[config.mk]
export PLATFORM = sky130hd
export DESIGN_NAME = imem_loader
export DESIGN_NICKNAME = d
export VERILOG_FILES = /design/src/rtl/imem_loader.sv
export SDC_FILE = /design/constraint.sdc
export NUM_CORES = 1
export LEC_CHECK = 0
export ABC_AREA = 0
export CAP_MARGIN = 20
export CORE_UTILIZATION = 51
export DETAILED_ROUTE_END_ITERATION = 12
export PLACE_DENSITY_LB_ADDON = 0.15
export REMOVE_ABC_BUFFERS = 1
export SETUP_SLACK_MARGIN = 0.02
export SYNTH_ARGS = -nofsm -noshare
export SYNTH_HDL_FRONTEND = slang
export SYNTH_SLANG_ARGS = --single-unit
[constraint.sdc]
create_clock -name clk -period 4.71 [get_ports clk]
set_clock_uncertainty 0.15 [all_clocks]
set_input_delay 0.942 -clock clk [delete_from_list [all_inputs] [get_ports clk]]
set_output_delay 0.942 -clock clk [all_outputs]
set_load 0.1 [all_outputs]
[src/rtl/imem_loader.sv]
// Instruction memory program loader and sequencer.
// Streams host words into imem, holds the core until the image is written.
module imem_loader #(
  parameter int ADDR_W = 8
) (
  input  logic              clk,
  input  logic              rst,
  input  logic              start,
  input  logic [ADDR_W:0]   len,
  input  logic              s_valid,
  input  logic [31:0]       s_data,
  output logic              s_ready,
  output logic              mem_we,
  output logic [ADDR_W-1:0] mem_waddr,
  output logic [31:0]       mem_wdata,
  output logic              core_hold,
  output logic              busy,
  output logic              done,
  output logic              err,
  output logic [31:0]       checksum
);

  typedef enum logic [1:0] {
    IDLE,
    LOAD,
    DONE
  } state_t;

  localparam logic [ADDR_W:0] DEPTH = {1'b1, {ADDR_W{1'b0}}};
  localparam logic [ADDR_W:0] ONE   = {{ADDR_W{1'b0}}, 1'b1};

  state_t          state;
  logic [ADDR_W:0] count;
  logic [ADDR_W:0] len_q;
  logic            xfer;
  logic            last;

  // Handshake and status decode straight from the state register.
  assign s_ready = (state == LOAD);
  assign busy    = (state != IDLE);
  assign xfer    = s_valid & s_ready;
  assign last    = (count == (len_q - ONE));

  // Session sequencer; every output except s_ready/busy is registered.
  always_ff @(posedge clk or posedge rst) begin
    if (rst) begin
      state     <= IDLE;
      count     <= '0;
      len_q     <= '0;
      mem_we    <= 1'b0;
      mem_waddr <= '0;
      mem_wdata <= '0;
      core_hold <= 1'b1;
      done      <= 1'b0;
      err       <= 1'b0;
      checksum  <= '0;
    end else begin
      mem_we <= 1'b0;
      done   <= 1'b0;
      unique case (state)
        IDLE: begin
          if (start) begin
            if (len > DEPTH) begin
              err <= 1'b1;
            end else begin
              err      <= 1'b0;
              checksum <= '0;
              count    <= '0;
              len_q    <= len;
              if (len == '0) begin
                done  <= 1'b1;
                state <= DONE;
              end else begin
                core_hold <= 1'b1;
                state     <= LOAD;
              end
            end
          end
        end
        LOAD: begin
          if (xfer) begin
            mem_we    <= 1'b1;
            mem_waddr <= count[ADDR_W-1:0];
            mem_wdata <= s_data;
            checksum  <= checksum + s_data;
            count     <= count + ONE;
            if (last) begin
              done  <= 1'b1;
              state <= DONE;
            end
          end
        end
        DONE: begin
          // Release only after the final write has been committed.
          core_hold <= 1'b0;
          state     <= IDLE;
        end
        default: state <= IDLE;
      endcase
    end
  end

endmodule

==> impl_metrics.toml, run 1 <==
[run_status]
status = "finished, final reports clean"

[sta]
hold_violations = 0
grt_setup_unrepaired = "no"
drv_slew = 0
fin_tns_setup_ns = 0
period_minus_slack_ns = 3.54
period_share_pct = 75.2
max_freq_mhz = 282
setup_ws_ns = 1.17
tightest_slew_ns = 1.01
slew_headroom_pct = 32.6
setup_viol_count_final = 0

[setup_path]
worstPathRequired_ns = 4.78
cp_cell_sequence = "clkdlybuf4s50_1, ha_1, fa_1, a21o_1, a221o_1, a21oi_2, a21oi_1, a41oi_1, o21ai_1, xnor2_1, o21ai_0"
crit_family = "compound AO/OA/AOI/OAI gates"
worstSetupEndpointType = "flop"
arrival_ns = 3.61
cp_slowest_cell = "clkdlybuf4s50_1"
cpPeakStageDelay_ns = 0.43
critical_path_buf_inv_count = 1
start_kind = "input pin"
crit_fanout = 3
worstSetupPathType = "input pin to flop"

[run]
max_cap_viol_count = 0

[logic_synthesis]
ys_seq_area_share_pct = 42.9
synth_edf_count = 0
synth-main-ff-cell = "dfrtp_1"
netlist_instances = 645
yosysMostFrequentCell = "nand2_1"
ys_ff_latch = 96
async_reset_ff_share_pct = 100
synthTopCellsByArea = "dfrtp_1 (42%), nand2_1 (12%), ha_1 (7.4%)"
synth.avg_cell_area_sq_um = 8.68
yosys.cell_types.count = 66
yosys.area.top_type = "dfrtp_1"
synth_area_sq_um = 5600
synth.top_cell.area_share_pct = 42.5
yosys_warnings = 0
netlist_top_cells_count = "nand2_1 (185), dfrtp_1 (95), nor2_1 (39)"

[grt]
grt_pass1_vias = 4962
grt_pass1_wl_microns = 23400
grt.busiest_layer = "met2"
grt_use_met2_pct = 41.2
overflow = 0
use_met3_pct = 4.07
grt_max_degree = 86
met1_usage_pct = 34.6
grt_usage_pct = 25.6
antenna_found_initial = 0

[routing]
drt_first_iter_violations = 247
dr_total_vias = 4946
dr.pass1.iters = 5
drt-total-wl_microns = 13800
vias_per_cell = 5.51
wl_per_cell_microns = 15.3
ant_nets = 0
drc = 0

[cts]
tritoncts = "yes"
hold_buffers = 0
cts_max_level = 3
cts_setup_buffers = 0
numCtsBuffers = 9
cts_root_buf = "clkbuf_8"
clkLatencyLatePin_ns = 0.37
path_clk_slew_ns = 0.09
clock_path_buffers = 2
clkSinkCount = 96
post_cts_resized = 0

[placement]
gp_congestion = 0.921
port_buffers = 122
dp_hpwl_microns = 9950
pre_cts_slack_ns = 0.822

[final_layout]
fillCellCount = 828
final_net_count = 836
utilization_pct = 68.3
drive_above_1_share_pct = 5.91
area_delta_synth_final_pct = 27.7
diodes = 0

[die]
die_h_microns = 107
fp.dieArea_sq_um = 11400
ios = 123
die_width_microns = 107
core-area_sq_um = 10500
rows = 37
start_util_pct = 53.5

[worst_hold_path]
min_path_type = "flop to flop"
## worst paths after layout
| kind | start | endpoint | slack [ns] | cells after the start |
|---|---|---|---|---|
| worst max-delay path | s_data[0] | checksum[26] | 1.17 | 11 |
| worst min-delay path | mem_wdata[26] | mem_wdata[26] | 0.33 | 2 |
| worst max register to register | checksum[0] | checksum[26] | 1.79 | 10 |
| worst min register to register | mem_wdata[26] | mem_wdata[26] | 0.33 | 2 |
| max in group asynchronous | rst | mem_wdata[7] | 2.71 | 3 |
| min in group asynchronous | rst | mem_waddr[2] | 0.88 | 2 |
## sequential cells by signal (all words and copies together) (netlist names)
register   flops
checksum      32
mem_wdata     32
count          9
len_q          9
mem_waddr      8
state          2
core_hold      1
done           1
err            1
mem_we         1
## worst register-to-register path, delay by kind of cell (launching register included)
| kind | cells | cell delay (ns) |
|---|---|---|
| adder cells (fa/ha/maj) | 2 | 0.63 |
| XOR/XNOR | 1 | 0.14 |
| AO/OA/AOI/OAI | 7 | 1.45 |
| flip-flops | 1 | 0.41 |
## area by class of cell
class	instances	area [sq um]	share of cell area (%)
multi-input combinational	504	3020	42.2
sequential	96	2400	33.6
timing repair buffer	128	1270	17.7
tap	136	170	2.38
clock buffer	11	141	1.98
clock inverter	5	80.1	1.12
inverter	18	70.1	0.980
## cell families (layout without fill, tap and decap cells)
logic type / Yosys count / after routing / synth area share (%)
AND/OR/NAND/NOR: 280 / 280 / 21.9
flip-flops: 96 / 96 / 42.9
AO/OA/AOI/OAI: 140 / 140 / 16.1
XOR/XNOR: 43 / 43 / 6.73
buffers and inverters: 45 / 162 / 3.22
multiplexers: 7 / 7 / 1.39
adder cells (fa/ha/maj): 34 / 34 / 7.73
## metal layers
layer  vias to the layer above  routed length (microns)
li1                       2448                        -
met1                      2327                     6340
met2                       152                     6430
met3                        19                      715
met4                         0                      269
met5                         -                        0
## placed cells by master, fill, tap and decap left out, types with 14 or more instances in the layout
cell / netlist / layout
nand2_1: 185 / 184
clkdlybuf4s50_1: 0 / 122
dfrtp_1: 95 / 95
nor2_1: 39 / 39
a21oi_1: 36 / 36
ha_1: 33 / 33
o21ai_0: 31 / 31
xnor2_1: 23 / 23
xor2_1: 20 / 20
inv_1: 17 / 16
nand3_1: 14 / 14
## per-stage QoR
step / std cells / instance area (sq um) / hold slack (ns)
6_report: 898 / 7150 / 0.329
5_1_grt: 898 / 7150 / 0.356
4_1_cts: 898 / 7150 / 0.333
3_5_place_dp: 882 / 6930 / 0.313
3_3_place_gp: 882 / 6930 / 0.305
2_1_floorplan: 618 / 5490 / 0.283
Power of run 1 is not shown: default switching activity piles up to over one toggle a cycle in this logic, so the estimate is an artifact.
==> inputs of run 2 (changes only) <==
clock period = 3.4 ns   (was 4.71 ns; I/O delays follow)
==> run 2 against run 1 <==
Net effect: first-iteration DRC count grew 14%; setup slack lost 0.97 ns; design area shrank 1.2%; worst hold slack gained 0.0025 ns; routed wire length grew 1.1%; clock-buffer cell count shrank 2; cell count grew 1.6%; critical path depth shrank 1; sequential share of layout area grew 0.40 points; non-clock buffer count grew 15; flip-flop and latch count is the same; largest cell class unchanged.
==> impl_metrics.toml, run 2 (synthesis gave the netlist of run 1 again) <==
[routing]
wl_per_cell_microns = 15.2
dr.pass1.iters = 5
drt-total-wl_microns = 13900
ant_nets = 0
drc = 0
drt_first_iter_violations = 282
vias_per_cell = 5.55
dr_total_vias = 5060

[setup_path]
start_kind = "input pin"
crit_family = "compound AO/OA/AOI/OAI gates"
critical_path_buf_inv_count = 1
worstSetupEndpointType = "flop"
reg2reg_from = "checksum[0]"
r2r_end = "checksum[12]"
arrival_ns = 3.29
reg2reg_slack_ns = 0.52
cp_cell_sequence = "clkdlybuf4s50_1, ha_1, fa_1, a21o_1, a221o_1, a21bo_2, and2_1, a41oi_1, xor2_1, o21ai_0"
worstSetupPathType = "input pin to flop"
worstPathRequired_ns = 3.49
cpPeakStageDelay_ns = 0.43
reg2reg_depth = 9
cp_slowest_cell = "clkdlybuf4s50_1"
crit_fanout = 3

[sta]
setup_viol_count_final = 0
period_share_pct = 94.3
hold_violations = 0
max_freq_mhz = 312
slew_headroom_pct = 30.7
period_minus_slack_ns = 3.20
drv_slew = 0
tightest_slew_ns = 1.04
grt_setup_unrepaired = "yes"

[final_layout]
utilization_pct = 67.5
diodes = 0
design_area_sq_um = 7060
area_delta_synth_final_pct = 26.2
reg_top3 = "checksum: 32 flops, mem_wdata: 32 flops"
fillCellCount = 887
final_common_cell = "nand2_1"
layout_common_cells = "nand2_1 (184), buf_4 (98), dfrtp_1 (95)"
final_net_count = 851
drive_above_1_share_pct = 17.9

[placement]
placed_cell_area_sq_um = 6860
port_buffers = 122
dp_hpwl_microns = 9710
gp_congestion = 0.895

[grt]
overflow = 0
grt_pass1_wl_microns = 23500
antenna_found_initial = 0
grt_usage_pct = 25.9
grt_pass1_vias = 4914
grt_max_degree = 97

[cts]
clock_path_buffers = 2
clkSinkCount = 96
hold_buffers = 0
post_cts_resized = 0
tritoncts = "yes"
cts_max_level = 3
clkLatencyLatePin_ns = 0.38
cts_root_buf = "clkbuf_8"
numCtsBuffers = 9
cts_setup_buffers = 0
path_clk_slew_ns = 0.09

[worst_hold_path]
min_path_type = "flop to flop"
whs_path_depth = 2
hp-start = "mem_waddr[4]"
hold_end = "mem_waddr[4]"

[die]
core-area_sq_um = 10500
ios = 123
start_util_pct = 53.5
die_h_microns = 107
rows = 37
die_width_microns = 107
fp.dieArea_sq_um = 11400

[run]
max_cap_viol_count = 0

[run_status]
status = "finished, final reports clean"
-- run 2: changes by cell type in the layout (fill, tap and decap cells not counted), sizes merged --
| cell | delta |
|---|---|
| buf | +93 |
| clkdlybuf4s50 | -78 |
| clkbuf | -2 |
| clkinv | +2 |
| bufinv | -1 |
| clkinvlp | -1 |
| inv | +1 |
-- run 2: worst max path at each step --
stage | start | end | slack, ns | cells after the start
2_1_floorplan | state[0] | checksum[31] | -1.87 | 6
3_3_place_gp | s_data[0] | checksum[30] | -0.19 | 11
3_5_place_dp | s_data[0] | checksum[30] | -0.28 | 11
5_1_grt | s_data[0] | checksum[12] | 0.005 | 10
6_report | s_data[0] | checksum[12] | 0.20 | 10
4_1_cts | s_data[0] | checksum[30] | 0.12 | 11
-- run 2: per-stage QoR --
stage	setup TNS (ns)	hold WS (ns)	worst slack, ns	std cells
floorplan	-108.25	0.283	-1.87	618
global placement	-0.877	0.299	-0.188	897
detailed placement	-1.42	0.311	-0.280	897
CTS	0	0.332	0.122	912
global route	0	0.358	0.00463	912
finish	0	0.332	0.195	912
-- run 2: area by class of cell --
cell class | count | area, sq um | share of cell area, %
repair buffers | 143 | 1200 | 16.9
clock inverters | 6 | 68.8 | 0.974
flip-flops and latches | 96 | 2400 | 34.0
multi-input cells | 504 | 3030 | 42.9
well taps | 136 | 170 | 2.41
clock buffers | 9 | 124 | 1.75
inverters | 18 | 70.1 | 0.992
-- run 2: worst min-delay path: stages, from the launching register on --
cell and delay [ns]:
dfrtp_1 0.35, nand2_1 0.05, nand2_1 0.05
-- run 2: routing by layer --
metal,share of wire [%],GRT usage [%],vias up
li1,-,-,2475
met1,46,34.9,2426
met2,48,42.2,140
met3,4.5,3.71,19
met4,1.6,10.1,0
met5,0,0,-
Power of run 2 is left out for the same reason.
